`src/rtl/park_lane_ctrl.sv`:
```
// Parking lane controller: debounced entry/exit buttons, token issue/redeem table,
// occupancy tracking and timed entry/exit barriers.
module park_lane_ctrl #(
    parameter int unsigned CAPACITY    = 8,
    parameter int unsigned TOKEN_W     = 5,
    parameter int unsigned DB_CYCLES   = 16,
    parameter int unsigned GATE_CYCLES = 8
) (
    input  logic                          clk_50MHz,
    input  logic                          reset,
    input  logic                          entry_sensor,
    input  logic                          exit_sensor,
    input  logic                          entry_btn_raw,
    input  logic                          exit_btn_raw,
    input  logic [TOKEN_W-1:0]            token_input,
    output logic [2:0]                    state,
    output logic [TOKEN_W-1:0]            token_code,
    output logic [$clog2(CAPACITY+1)-1:0] occupancy,
    output logic                          full,
    output logic                          empty,
    output logic                          entry_gate,
    output logic                          exit_gate,
    output logic                          deny
);

    localparam int unsigned OCC_W = $clog2(CAPACITY + 1);
    localparam int unsigned IDX_W = (CAPACITY > 1) ? $clog2(CAPACITY) : 1;
    localparam int unsigned DB_W  = $clog2(DB_CYCLES + 1);
    localparam int unsigned TMR_W = $clog2(GATE_CYCLES + 1);

    typedef enum logic [2:0] {
        IDLE        = 3'd0,
        ENTRY_CHECK = 3'd1,
        ENTRY_OPEN  = 3'd2,
        EXIT_CHECK  = 3'd3,
        EXIT_OPEN   = 3'd4,
        DENY        = 3'd5
    } state_t;

    state_t cur_state, next_state;

    // Button conditioning, index 0 = entry, 1 = exit
    logic [1:0]      btn_raw, sync1, sync2, db_level, db_prev, press;
    logic [DB_W-1:0] db_cnt [2];

    assign btn_raw = {exit_btn_raw, entry_btn_raw};

    always_ff @(posedge clk_50MHz) begin
        if (reset) begin
            sync1   <= '0;
            sync2   <= '0;
            db_prev <= '0;
            for (int i = 0; i < 2; i++) db_cnt[i] <= '0;
        end else begin
            sync1   <= btn_raw;
            sync2   <= sync1;
            db_prev <= db_level;
            for (int i = 0; i < 2; i++) begin
                if (!sync2[i])
                    db_cnt[i] <= '0;
                else if (db_cnt[i] != DB_W'(DB_CYCLES))
                    db_cnt[i] <= db_cnt[i] + DB_W'(1);
            end
        end
    end

    always_comb begin
        for (int i = 0; i < 2; i++) db_level[i] = (db_cnt[i] == DB_W'(DB_CYCLES));
    end

    assign press = db_level & ~db_prev;

    // Token table and parallel lookups
    logic               slot_valid [CAPACITY];
    logic [TOKEN_W-1:0] slot_tok   [CAPACITY];
    logic [TOKEN_W-1:0] gen, gen_plus, gen_next;
    logic               cand_used, exit_hit, has_free;
    logic [IDX_W-1:0]   exit_idx, free_idx;
    logic [TMR_W-1:0]   tmr;
    logic               tbl_wr, tbl_clr, gen_inc, tmr_load;

    assign gen_plus = gen + TOKEN_W'(1);
    assign gen_next = (gen_plus == '0) ? TOKEN_W'(1) : gen_plus;

    always_comb begin
        cand_used = 1'b0;
        exit_hit  = 1'b0;
        exit_idx  = '0;
        has_free  = 1'b0;
        free_idx  = '0;
        for (int i = 0; i < CAPACITY; i++) begin
            if (slot_valid[i] && slot_tok[i] == gen)
                cand_used = 1'b1;
            if (slot_valid[i] && slot_tok[i] == token_input && token_input != '0) begin
                exit_hit = 1'b1;
                exit_idx = IDX_W'(i);
            end
            if (!slot_valid[i] && !has_free) begin
                has_free = 1'b1;
                free_idx = IDX_W'(i);
            end
        end
    end

    assign full  = (occupancy == OCC_W'(CAPACITY));
    assign empty = (occupancy == '0);
    assign state = cur_state;

    always_ff @(posedge clk_50MHz) begin
        if (reset) cur_state <= IDLE;
        else       cur_state <= next_state;
    end

    // Next-state and table/timer control strobes
    always_comb begin
        next_state = cur_state;
        tbl_wr     = 1'b0;
        tbl_clr    = 1'b0;
        gen_inc    = 1'b0;
        tmr_load   = 1'b0;
        case (cur_state)
            IDLE: begin
                if (press[1] && exit_sensor) begin
                    next_state = EXIT_CHECK;
                end else if (press[0] && entry_sensor) begin
                    if (full) begin
                        next_state = DENY;
                        tmr_load   = 1'b1;
                    end else begin
                        next_state = ENTRY_CHECK;
                    end
                end
            end
            ENTRY_CHECK: begin
                if (gen == '0 || cand_used) begin
                    gen_inc = 1'b1;
                end else if (has_free) begin
                    tbl_wr     = 1'b1;
                    gen_inc    = 1'b1;
                    tmr_load   = 1'b1;
                    next_state = ENTRY_OPEN;
                end else begin
                    tmr_load   = 1'b1;
                    next_state = DENY;
                end
            end
            ENTRY_OPEN: begin
                if (tmr == '0 && !entry_sensor) next_state = IDLE;
            end
            EXIT_CHECK: begin
                tmr_load = 1'b1;
                if (exit_hit) begin
                    tbl_clr    = 1'b1;
                    next_state = EXIT_OPEN;
                end else begin
                    next_state = DENY;
                end
            end
            EXIT_OPEN: begin
                if (tmr == '0 && !exit_sensor) next_state = IDLE;
            end
            DENY: begin
                if (tmr == '0) next_state = IDLE;
            end
            default: next_state = IDLE;
        endcase
    end

    // Datapath registers; the timer counts the remaining cycles after the current one
    always_ff @(posedge clk_50MHz) begin
        if (reset) begin
            for (int i = 0; i < CAPACITY; i++) begin
                slot_valid[i] <= 1'b0;
                slot_tok[i]   <= '0;
            end
            gen        <= TOKEN_W'(1);
            token_code <= '0;
            occupancy  <= '0;
            tmr        <= '0;
            entry_gate <= 1'b0;
            exit_gate  <= 1'b0;
            deny       <= 1'b0;
        end else begin
            if (tbl_wr) begin
                slot_valid[free_idx] <= 1'b1;
                slot_tok[free_idx]   <= gen;
                token_code           <= gen;
                occupancy            <= occupancy + OCC_W'(1);
            end else if (tbl_clr) begin
                slot_valid[exit_idx] <= 1'b0;
                occupancy            <= occupancy - OCC_W'(1);
            end
            if (gen_inc) gen <= gen_next;
            if (tmr_load)
                tmr <= TMR_W'(GATE_CYCLES - 1);
            else if (tmr != '0)
                tmr <= tmr - TMR_W'(1);
            entry_gate <= (next_state == ENTRY_OPEN);
            exit_gate  <= (next_state == EXIT_OPEN);
            deny       <= (next_state == DENY);
        end
    end

endmodule

```
`config.mk`:
```
export PLATFORM = sky130hd
export DESIGN_NAME = park_lane_ctrl
export DESIGN_NICKNAME = d
export VERILOG_FILES = /design/src/rtl/park_lane_ctrl.sv
export SDC_FILE = /design/constraint.sdc
export NUM_CORES = 1
export LEC_CHECK = 0
export ABC_AREA = 1
export CORE_UTILIZATION = 35
export DETAILED_ROUTE_END_ITERATION = 10
export PLACE_DENSITY = 0.53
export RECOVER_POWER = 100
export SLEW_MARGIN = 20
export SYNTH_ARGS = -nofsm -noshare
export SYNTH_HDL_FRONTEND = slang
export SYNTH_SLANG_ARGS = --single-unit
```
`constraint.sdc`:
```
create_clock -name clk_50MHz -period 3.6 [get_ports clk_50MHz]
set_clock_uncertainty 0.1 [all_clocks]
set_input_delay 0.9 -clock clk_50MHz [delete_from_list [all_inputs] [get_ports clk_50MHz]]
set_output_delay 0.9 -clock clk_50MHz [all_outputs]
set_load 0.01 [all_outputs]
```
==> metrics.md, run 1 <==
| Metric | Value |
|---|---|
| Total negative slack | `0 ps` |
| CP Launch Type | `input pin` |
| Final WL | `roughly 16 mm` |
| Fin. Hold Viols | `0` |
| Cell count after synthesis | `a little under 800` |
| Layout cells sized above 1 | `8.770%` |
| Total number of vias | `5082` |
| Cell area after synthesis | `approximately 5600 um^2` |
| Post-CTS setup buffer count | `0` |
| Drt wl/cell | `~15 um` |
| Post_cts resized | `0` |
| Routability Congestion | `around 0.95` |
| Root buffer cell | `clkbuf_16` |
| Syn avg cell area | `7.162 um^2` |
| Synthesis-stage register bit count | `just under 90` |
| DRT Pass-1 Iters | `5` |
| Final Non-Filler Cells | `1032` |
| HP Class | `flip-flop to flip-flop` |
| Max-Cap Viols | `0` |
| Clock-pin transition on the worst setup and hold timing paths | `approximately 70 ps` |
| Setup slack after placement | `around 150 ps` |
| Seq pwr share | `approximately 49%` |
| Status | `complete, no violations` |
| Area delta synth->final | `15.06%` |
| Clock buffer count from CTS | `9` |
| DP HPWL | `11.74 mm` |
| Internal power | `about 1700 uW` |
| Slew Limit Fails | `0` |
| Vias in the first global route | `4766` |
| RSZ-0062 raised after global routing | `no` |
| Post-synth net total | `797` |
| Fin nets | `roughly 840` |
| Critical Path AT | `3240 ps` |
| First-pass GRT wire length | `between 20 and 30 mm` |
| Multi-input gate area | `~2600 um^2` |
| # DRC | `0` |
| Setup CP Type | `input pin to flip-flop` |
| Critical Path RT | `between 3000 and 4000 ps` |
| Crit-path max FO | `8` |
| Max IR drop VDD | `between 0.0002 and 0.00025 V` |
| Initial Util | `a little over a third` |
| Core Region | `roughly 15000 um^2` |
| Synth async-reset ratio | `0%` |
| Combinational Power Share | `10.0%` |
| Number of core rows | `45` |
| Final ANT Viol Nets | `0` |
| Post-synth EDFFs | `58` |
| Post-CTS Hold Buffers | `0` |
| Clock latency on the worst-skew pair | `350 ps` |
| Die ar. | `roughly 16000 um^2` |
| H-tree levels | `3` |
| I/O Buffers | `27` |
| Initial DRC Count | `400` |
| Die H | `127.9 um` |
| Switching pwr | `about 600 uW` |
| Prevailing post-synth register cell | `edfxtp_1` |
| Slew @ Worst Pin | `roughly 900 ps` |
| Clk sinks | `between 80 and 90` |
| Die Width | `between 100 and 150 um` |
| Fmax | `between 0.3 and 0.4 GHz` |
| Register area | `approximately 2300 um^2` |
| Yosys cell types | `just over 40` |
| Via density | `roughly 5` |
| Final setup vio count | `0` |
| Largest net degree at the start of global routing | `23` |
| Switching share of power | `25.66%` |
| Max-Slew Margin vs Limit | `around two fifths` |
| PnR worst setup slack | `roughly 330 ps` |
| Clock power share | `between 40% and 50%` |
| IO Pins | `28` |
| CTS tree | `yes` |
| Clock tree buffer depth | `2` |
| Placed insts | `a little over 1k` |
| Minimum clock period | `around 3300 ps` |
| Total Routing Usage GR | `between 20% and 30%` |
| Post-synthesis sequential area ratio | `between 40% and 50%` |
| Lkg Pwr | `approximately 0.003 uW` |
| Layout fillers | `between 1.5k and 2k` |
| Element type at the critical path end | `flip-flop` |
| Syn. warnings | `0` |
| Antenna violations before repair | `0` |
| Fin crit share | `about nine tenths` |
| Antenna cells | `0` |
| Congestion Overflow GR | `0` |
| PD cells | `about 370 nW/um^2` |
cell families after synthesis:
group	Yosys count	share of synthesized area (%)
compound gates	84	8.161
fa+ha+maj	11	2.615
xor+xnor	17	2.683
buf+inv	127	9.648
flops	88	42.20
simple gates	448	34.69
through the flow:
step	utilization, %	instance area [um^2]	total power (uW)	hold WS, ps
2_1_floorplan	-	5550	1332	288.3
3_3_place_gp	40.10	6141	1395	297.7
3_5_place_dp	40.10	6141	1404	295.5
4_1_cts	42.07	6442	2366	306.7
5_1_grt	41.70	6386	2442	330.4
6_report	41.70	6386	2342	302.5
layout by cell type, fill, tap and decap left out, types with 2 or more instances in the layout:
cell and instances:
a21oi_1 27, a31oi_1 2, buf_4 19, clkbuf_1 7, clkbuf_16 9, clkdlybuf4s50_1 8, clkinv_4 2, dfxtp_1 30
dlygate4sd3_1 19, edfxtp_1 58, ha_1 10, inv_1 90, inv_2 12, inv_6 3, nand2_1 233, nand2_2 3
nand2_4 2, nand3_1 43, nand3_4 2, nand4_1 10, nor2_1 130, nor2_2 4, nor2_4 3, nor3_1 9
nor3_2 2, nor3b_1 2, o2111ai_1 2, o21ai_0 41, o21ai_1 4, o21ai_2 3, or2_2 3, xnor2_1 3
xor2_1 14
power by group through the flow:
| stage | Clock (uW) | Combinational, uW | Sequential, uW |
|---|---|---|---|
| 2_1_floorplan | 0 | 179 | 1150 |
| 3_3_place_gp | 0 | 230 | 1170 |
| 3_5_place_dp | 0 | 237 | 1170 |
| 4_1_cts | 983 | 238 | 1150 |
| 5_1_grt | 1020 | 270 | 1150 |
| 6_report | 960 | 235 | 1150 |
final timing paths:
path,endpoint,depth (start not counted),slack (ps),from
worst max register to register,slot_tok[6][3],15,360,gen[3]
worst min register to register,sync2[1],2,300,sync1[1]
worst min-delay path,sync2[1],2,300,sync1[1]
worst max-delay path,slot_valid[1],14,330,token_input[2]
registers in the layout, indices dropped and copies added (netlist names):
signal      flops
db_cnt         10
db_prev         2
deny            1
entry_gate      1
exit_gate       1
gen             5
occupancy       4
slot_tok       40
slot_valid      8
state           3
sync1           2
sync2           2
tmr             4
token_code      5
synthesized netlist by cell type (2+ instances only):
cell | instances | area share [%]
nand2_1 | 232 | 16
nor2_1 | 125 | 8.5
inv_1 | 90 | 6.1
edfxtp_1 | 58 | 31
nand3_1 | 41 | 3.7
o21ai_0 | 41 | 3.7
dfxtp_1 | 30 | 11
a21oi_1 | 27 | 2.4
xor2_1 | 14 | 2.2
inv_2 | 12 | 0.81
clkbuf_1 | 10 | 0.68
ha_1 | 10 | 2.3
nand4_1 | 10 | 1.1
nor2_2 | 9 | 1.0
nor3_1 | 8 | 0.72
buf_4 | 7 | 0.95
nand2_2 | 4 | 0.45
o21ai_1 | 4 | 0.36
buf_2 | 3 | 0.27
buf_6 | 3 | 0.61
nor2_4 | 3 | 0.61
nor3_2 | 3 | 0.54
o21ai_2 | 3 | 0.47
or2_2 | 3 | 0.34
xnor2_1 | 3 | 0.47
a31oi_1 | 2 | 0.23
nand2_4 | 2 | 0.41
nand3_2 | 2 | 0.36
nand3_4 | 2 | 0.63
nor3b_1 | 2 | 0.27
o2111ai_1 | 2 | 0.32
area by class of cell:
class,instances,area share (%)
Clock buffer,9,3.527
Sequential cell,88,36.68
Tap cell,211,4.134
Inverter,104,6.211
Multi-Input combinational cell,560,41.38
Clock inverter,7,1.195
Timing Repair Buffer,53,6.877
critical path, stage by stage:
cell,delay (ps)
dlygate4sd3_1,640
nor2_1,160
nand2_1,100
nor2_4,200
nor2_1,60
nand2_1,90
nand2_1,90
nor2_1,250
nand2_4,140
nand3_4,130
inv_2,70
o21ai_2,200
nand3_1,110
nand2_1,70
routing by layer:
metal	global-route usage (%)	wire length [um]	share of wire, %	vias up
met1	26.53	7214	46	2373
met2	32.74	7130	46	140
met4	7.336	372	2.4	0
met5	0	0	0	-
li1	-	-	-	2545
met3	4.257	806	5.2	24
No activity file was read; power rests on OpenSTA's default activity.
==> run 2: changes to the inputs <==
- CORE_MARGIN: not set -> 2
==> run 2 against run 1 <==
Compared with the run above:
- via count is 0.59% higher
- first-iteration DRC count increased by 29%
- clock power decreased by 4.0%
- sequential share of layout area fell by 0.13 points
- total power is 1.5% lower
- fmax shrank 1.3%
- design area rose by 0.35%
- setup slack got worse by 42 ps
- non-clock buffer count rose by 4
- register-to-register slack worse by 50 ps
- die area rose by 3.2%
==> metrics.md, run 2 (synthesis results as in run 1) <==
| Metric | Value |
|---|---|
| R2R depth | `15 (unchanged)` |
| Status | `complete, no violations` |
| Post_cts resized | `0 (unchanged)` |
| Core Region | `15710 um^2 (+2.6%)` |
| Lkg Pwr | `0.002964 uW (+0.78%)` |
| Final ANT Viol Nets | `0 (unchanged)` |
| Congestion Overflow GR | `0 (unchanged)` |
| Clock-pin transition on the worst setup and hold timing paths | `60 ps (about the same)` |
| R2r endpoint | `slot_tok[6][0]` |
| Die H | `129.9 um (+1.6%)` |
| Post-DP Area | `6177 um^2 (+0.59%)` |
| PD cells | `360.0 nW/um^2 (-1.8%)` |
| IO Pins | `28 (unchanged)` |
| Die ar. | `16880 um^2 (+3.2%)` |
| Max-Cap Viols | `0 (unchanged)` |
| Number of core rows | `46 (+2.2%)` |
| Hold path startpoint | `sync1[1]` |
| CP Launch Type | `input pin` |
| Fin. Hold Viols | `0 (unchanged)` |
| Antenna cells | `0 (unchanged)` |
| Post-Layout Inst Area | `6409 um^2 (+0.35%)` |
| Root buffer cell | `clkbuf_16` |
| Register area | `2342 um^2 (unchanged)` |
| Via density | `4.911 (-0.28%)` |
| Final setup vio count | `0 (unchanged)` |
| # DRC | `0 (unchanged)` |
| Total Routing Usage GR | `19.75% (-0.45 points)` |
| Fin Hold WS | `306.3 ps (+3.765 ps)` |
| Clock buffer count from CTS | `9 (unchanged)` |
| First-pass GRT wire length | `25.54 mm (+1.2%)` |
| Most used cell, CP | `nand2_1` |
| Setup CP Type | `input pin to flip-flop` |
| Top reg by flops | `slot_tok` |
| Most frequent cells in the layout | `nand2_1 (233), nor2_1 (127), inv_1 (90)` |
| Post-CTS setup buffer count | `0 (unchanged)` |
| Max IR drop VDD | `0.0002159 V (-7.8%)` |
| Largest net degree at the start of global routing | `24 (+4.3%)` |
| Core Util, Final | `40.79% (-0.91 points)` |
| Crit-path slowest cell | `dlygate4sd3_1` |
| Slew @ Worst Pin | `955.2 ps (+60.12 ps)` |
| Crit-path max FO | `8 (unchanged)` |
| H-tree levels | `3 (unchanged)` |
| CTS tree | `yes` |
| Clk sinks | `88 (unchanged)` |
| Critical path cell sequence | `dlygate4sd3_1, nor2_2, nand2_1, nor2_4, nor2_1, nand2_1, nand2_1, nor2_2, nand2_4, nand3_4, inv_2, o21ai_2, nand3_1, nand2_1` |
| Largest stage delay, worst path | `660 ps (+20 ps)` |
| Total negative slack | `0 ps (unchanged)` |
| Hold Path End | `sync2[1]` |
| Most common cell after layout, fill and taps aside | `nand2_1` |
| DP HPWL | `11.85 mm (+0.91%)` |
| Vias in the first global route | `4979 (+4.5%)` |
| Routability Congestion | `0.9508 (+0.24%)` |
| DRT Pass-1 Iters | `5 (unchanged)` |
| Clock tree buffer depth | `2 (unchanged)` |
| Die Width | `129.9 um (+1.6%)` |
| Origin of the critical flop-to-flop path | `gen[4]` |
| Total number of vias | `5112 (+0.59%)` |
| Fin nets | `842 (+0.48%)` |
| Fin crit share | `92.02% (+1.2 points)` |
| Largest regs | `slot_tok: 40 flops, db_cnt: 10 flops, slot_valid: 8 flops` |
| Met3 WL | `1.138 mm (+41%)` |
| Layout fillers | `1644 (+2.6%)` |
| Worst hold stages | `2 (unchanged)` |
| Met2 WL | `7.212 mm (+1.2%)` |
| Drt wl/cell | `15.06 um (about the same)` |
| Max-Slew Margin vs Limit | `35.65% (-4.7 points)` |
| Clock latency on the worst-skew pair | `350 ps (about the same)` |
| Minimum clock period | `3313 ps (+42.47 ps)` |
| Area delta synth->final | `15.46%` |
| Crit-path leading delay family | `simple AND/OR/NAND/NOR gates` |
| RSZ-0062 raised after global routing | `no` |
| Antenna violations before repair | `0 (unchanged)` |
| Critical Path AT | `3280 ps (+40 ps)` |
| Multi-input gate area | `2646 um^2 (+0.14%)` |
| Fmax | `0.3019 GHz (-1.3%)` |
| I/O Buffers | `27 (unchanged)` |
| R2R setup slack | `310 ps (-50 ps)` |
| Initial DRC Count | `515 (+29%)` |
| WP buf/inv | `2 (unchanged)` |
| Layout cells sized above 1 | `9.455% (+0.68 points)` |
| Critical Path RT | `3560 ps (about the same)` |
| Element type at the critical path end | `flip-flop` |
| Max FFs per register | `40 (unchanged)` |
| HP Class | `flip-flop to flip-flop` |
| Highest metal used | `met4` |
| Met1 wire length | `6.866 mm (-4.8%)` |
| Initial Util | `35.32% (-0.92 points)` |
| Final WL | `15.67 mm (+0.97%)` |
| Slew Limit Fails | `0 (unchanged)` |
| Post-CTS Hold Buffers | `0 (unchanged)` |
-- run 2: per-stage QoR --
step / instances / power [uW] / setup WS (ps)
after floorplan: 775 / 1332 / 863.5
after CTS: 1041 / 2338 / 422.0
after detailed placement: 1025 / 1408 / 61.71
after global placement: 1025 / 1398 / 226.0
final: 1041 / 2307 / 287.1
after global routing: 1041 / 2414 / 123.5
-- run 2: worst reg2reg max path, cell delays in order (launching register included) --
cell and delay, ps:
dfxtp_1 650, clkbuf_1 340, xor2_1 180, nor2_1 50, nand2_1 60, nor2_1 40
nor2_1 220, nand3_2 190, nor2_4 170, clkbuf_1 160, nand3_4 100, clkinvlp_2 220
nand2_2 70, clkinv_2 80, nand2_1 140, nand2_1 220
-- run 2: cell type report --
type | instances | share of cell area, %
sequential | 88 | 36.55
tap | 216 | 4.217
clock buffer | 11 | 3.944
clock inverter | 5 | 0.6052
multi-input combinational | 560 | 41.29
timing repair buffer | 57 | 7.263
inverter | 104 | 6.130
-- run 2: worst max-delay path by stage --
stage	from	endpoint	slack (ps)	depth (start not counted)
after detailed placement	token_input[2]	slot_valid[5]	60	14
final	token_input[2]	slot_valid[5]	290	14
after global placement	token_input[3]	slot_valid[6]	230	16
after global routing	token_input[2]	slot_valid[6]	120	14
after floorplan	token_input[2]	slot_valid[3]	860	14
after CTS	token_input[2]	slot_valid[5]	420	14
-- run 2: report_power, final --
part | internal [uW] | switching, uW
registers | 1110 | 33.7
clock network | 512 | 410
logic | 88.3 | 152
-- run 2: metal layers --
layer  up-vias  track usage, %
li1       2555               -
met1      2326           25.06
met2       198           32.65
met3        33           5.084
met4         0           7.084
met5         -               0
==> run 3: changes to the inputs <==
- CTS_CLUSTER_SIZE: not set -> 30
- REMOVE_ABC_BUFFERS: not set -> 1
==> run 3 against run 2 <==
Compared with the run above:
- utilization increased by 0.15 points
- count of clock-buffer cells in the layout decreased by 2
- sequential share of layout area decreased by 0.14 points
- total power increased by 3.4%
- sequential power about the same
- combinational power about the same
- largest power group unchanged
==> metrics.md, run 3 (synthesis results as in run 1) <==
| Metric | Value |
|---|---|
| Clock-pin transition on the worst setup and hold timing paths | `70 ps (about the same)` |
| Root buffer cell | `clkbuf_16` |
| Post_cts resized | `0 (unchanged)` |
| Met1 usage | `26.64% (+1.6 points)` |
| Met3 Usage GRT | `2.829% (-2.3 points)` |
| Slew Limit Fails | `0 (unchanged)` |
| Max IR drop VDD | `0.0001887 V (-13%)` |
| HP Class | `flip-flop to flip-flop` |
| Initial Util | `35.32% (unchanged)` |
| Final WL | `15.26 mm (-2.7%)` |
| Lkg Pwr | `0.002983 uW (+0.66%)` |
| First-pass GRT wire length | `25.06 mm (-1.9%)` |
| Post-DP Area | `6190 um^2 (+0.20%)` |
| DRT Pass-1 Iters | `5 (unchanged)` |
| Post-CTS Hold Buffers | `0 (unchanged)` |
| Total number of vias | `5062 (-0.98%)` |
| Final ANT Viol Nets | `0 (unchanged)` |
| Busiest grt layer | `met2` |
| Element type at the critical path end | `flip-flop` |
| Most frequent cells in the layout | `nand2_1 (232), nor2_1 (131), inv_1 (92)` |
| PD cells | `371.0 nW/um^2 (+3.1%)` |
| Origin of the critical flop-to-flop path | `gen[0]` |
| Core Region | `15710 um^2 (unchanged)` |
| Critical path cell sequence | `dlygate4sd3_1, nor2_2, nand2_1, nor2_4, nor2_1, nand2_1, nand2_1, nor2_2, nand2_4, nand3_4, inv_1, o21ai_2, nand3_1, nand2_1` |
| R2r endpoint | `slot_tok[6][3]` |
| Total Routing Usage GR | `19.41% (-0.34 points)` |
| Largest regs | `slot_tok: 40 flops, db_cnt: 10 flops, slot_valid: 8 flops` |
| Max-Cap Viols | `0 (unchanged)` |
| Vias in the first global route | `4864 (-2.3%)` |
| Number of core rows | `46 (unchanged)` |
| Routability Congestion | `0.9064 (-4.7%)` |
| Clock latency on the worst-skew pair | `350 ps (about the same)` |
| Die Width | `129.9 um (unchanged)` |
| Clock buffer count from CTS | `9 (unchanged)` |
| Fin nets | `842 (unchanged)` |
| CP Launch Type | `input pin` |
| Max FFs per register | `40 (unchanged)` |
| Post-CTS setup buffer count | `0 (unchanged)` |
| Final Non-Filler Cells | `1041 (unchanged)` |
| Critical Path Sink | `slot_valid[5]` |
| Start point of the critical path | `token_input[3]` |
| Setup CP Type | `input pin to flip-flop` |
| IO Pins | `28 (unchanged)` |
| Met2 Use GR | `30.71% (-1.9 points)` |
| CP Depth | `14 (unchanged)` |
| I/O Buffers | `27 (unchanged)` |
| Crit-path max FO | `8 (unchanged)` |
| Largest net degree at the start of global routing | `27 (+13%)` |
| Die ar. | `16880 um^2 (unchanged)` |
| Max-Slew Margin vs Limit | `25.48% (-10 points)` |
| R2R setup slack | `410 ps (+100 ps)` |
| Most common cell after layout, fill and taps aside | `nand2_1` |
| Final setup vio count | `0 (unchanged)` |
| Top reg by flops | `slot_tok` |
| Critical Path RT | `3560 ps (about the same)` |
| Slew @ Worst Pin | `1118 ps (+162.7 ps)` |
| Congestion Overflow GR | `0 (unchanged)` |
| # DRC | `0 (unchanged)` |
| Antenna violations before repair | `0 (unchanged)` |
| Drt wl/cell | `14.66 um (-2.7%)` |
| Crit-path slowest cell | `dlygate4sd3_1` |
| RSZ-0062 raised after global routing | `no` |
| Area delta synth->final | `15.89%` |
| Crit-path leading delay family | `simple AND/OR/NAND/NOR gates` |
| Most used cell, CP | `nand2_1` |
| Clk sinks | `88 (unchanged)` |
| Post-Layout Inst Area | `6432 um^2 (+0.37%)` |
| Clock tree buffer depth | `2 (unchanged)` |
| Fin crit share | `90.58% (-1.4 points)` |
| CTS tree | `yes` |
| Total negative slack | `0 ps (unchanged)` |
| Via density | `4.863 (-0.98%)` |
| Status | `complete, no violations` |
| Critical Path AT | `3220 ps (-60 ps)` |
| Minimum clock period | `3261 ps (-52.02 ps)` |
| Antenna cells | `0 (unchanged)` |
| Largest stage delay, worst path | `660 ps (about the same)` |
| R2R depth | `17 (+2)` |
| H-tree levels | `3 (unchanged)` |
| Initial DRC Count | `382 (-26%)` |
| WP buf/inv | `2 (unchanged)` |
| Layout cells sized above 1 | `8.970% (-0.48 points)` |
| Fin. Hold Viols | `0 (unchanged)` |
| DP HPWL | `11.52 mm (-2.8%)` |
| Placed insts | `1025 (unchanged)` |
| Fmax | `0.3067 GHz (+1.6%)` |
| Die H | `129.9 um (unchanged)` |
## run 3: cell types whose count changed in the layout (fill, tap and decap cells not counted), moves of 2 or more
cell	change
inv_2	-2
buf_4	-2
inv_1	+2
nor2_2	-3
nor2_1	+4
clkbuf_8	-2
clkinv_2	-2
inv_8	+2
## run 3: layout make-up
class | count | area (um^2)
flip-flops and latches | 88 | 2342
well taps | 216 | 270.3
clock buffers | 9 | 225.2
repair buffers | 57 | 478.0
multi-input cells | 560 | 2638
fillers | 1654 | 9280
inverters | 104 | 392.9
clock inverters | 7 | 86.33
## run 3: stage by stage
| step | worst slack (ps) | total power (uW) | util [%] | hold slack [ps] |
|---|---|---|---|---|
| 2_1_floorplan | 919.4 | 1319 | - | 288.3 |
| 3_3_place_gp | 213.0 | 1395 | 39.39 | 301.0 |
| 3_5_place_dp | 98.63 | 1407 | 39.39 | 300.1 |
| 4_1_cts | 459.4 | 2414 | 41.38 | 311.5 |
| 5_1_grt | 135.5 | 2487 | 40.94 | 334.7 |
| 6_report | 339.2 | 2386 | 40.94 | 308.8 |
## run 3: worst min-delay path by stage
stage,start,endpoint,cells after the start
after floorplan,sync1[0],sync2[0],2
after global placement,sync1[0],sync2[0],2
after detailed placement,sync1[0],sync2[0],2
after CTS,sync1[0],sync2[0],2
after global routing,sync1[0],sync2[0],2
final,sync1[0],sync2[0],2
## run 3: worst register-to-register path, cell delays in order, from the launching register on
cell        delay, ps
dfxtp_1           310
inv_1             460
buf_4             280
nand2_1            60
nand2_1            50
nor2_1             50
nand3_1            90
nand2_1            80
nor2_1            170
nand3_2           130
nor2_1            150
buf_4             160
nand3_4            80
clkinvlp_2        220
nand2_2            80
clkinv_2           80
nand2_2           100
nand2_1           210
## run 3: report_power, final
| part | leakage, uW | internal, uW | switching, uW |
|---|---|---|---|
| registers | 0.000862 | 1110 | 33.5 |
| clock network | 0.000152 | 556 | 447 |
| logic | 0.00197 | 86.9 | 153 |
| total | 0.00298 | 1750 | 633 |
## run 3: per-layer routing
| layer | up-vias | wire (um) |
|---|---|---|
| li1 | 2557 | - |
| met5 | - | 0 |
| met2 | 144 | 6912 |
| met1 | 2334 | 7207 |
| met3 | 27 | 764 |
| met4 | 0 | 372 |
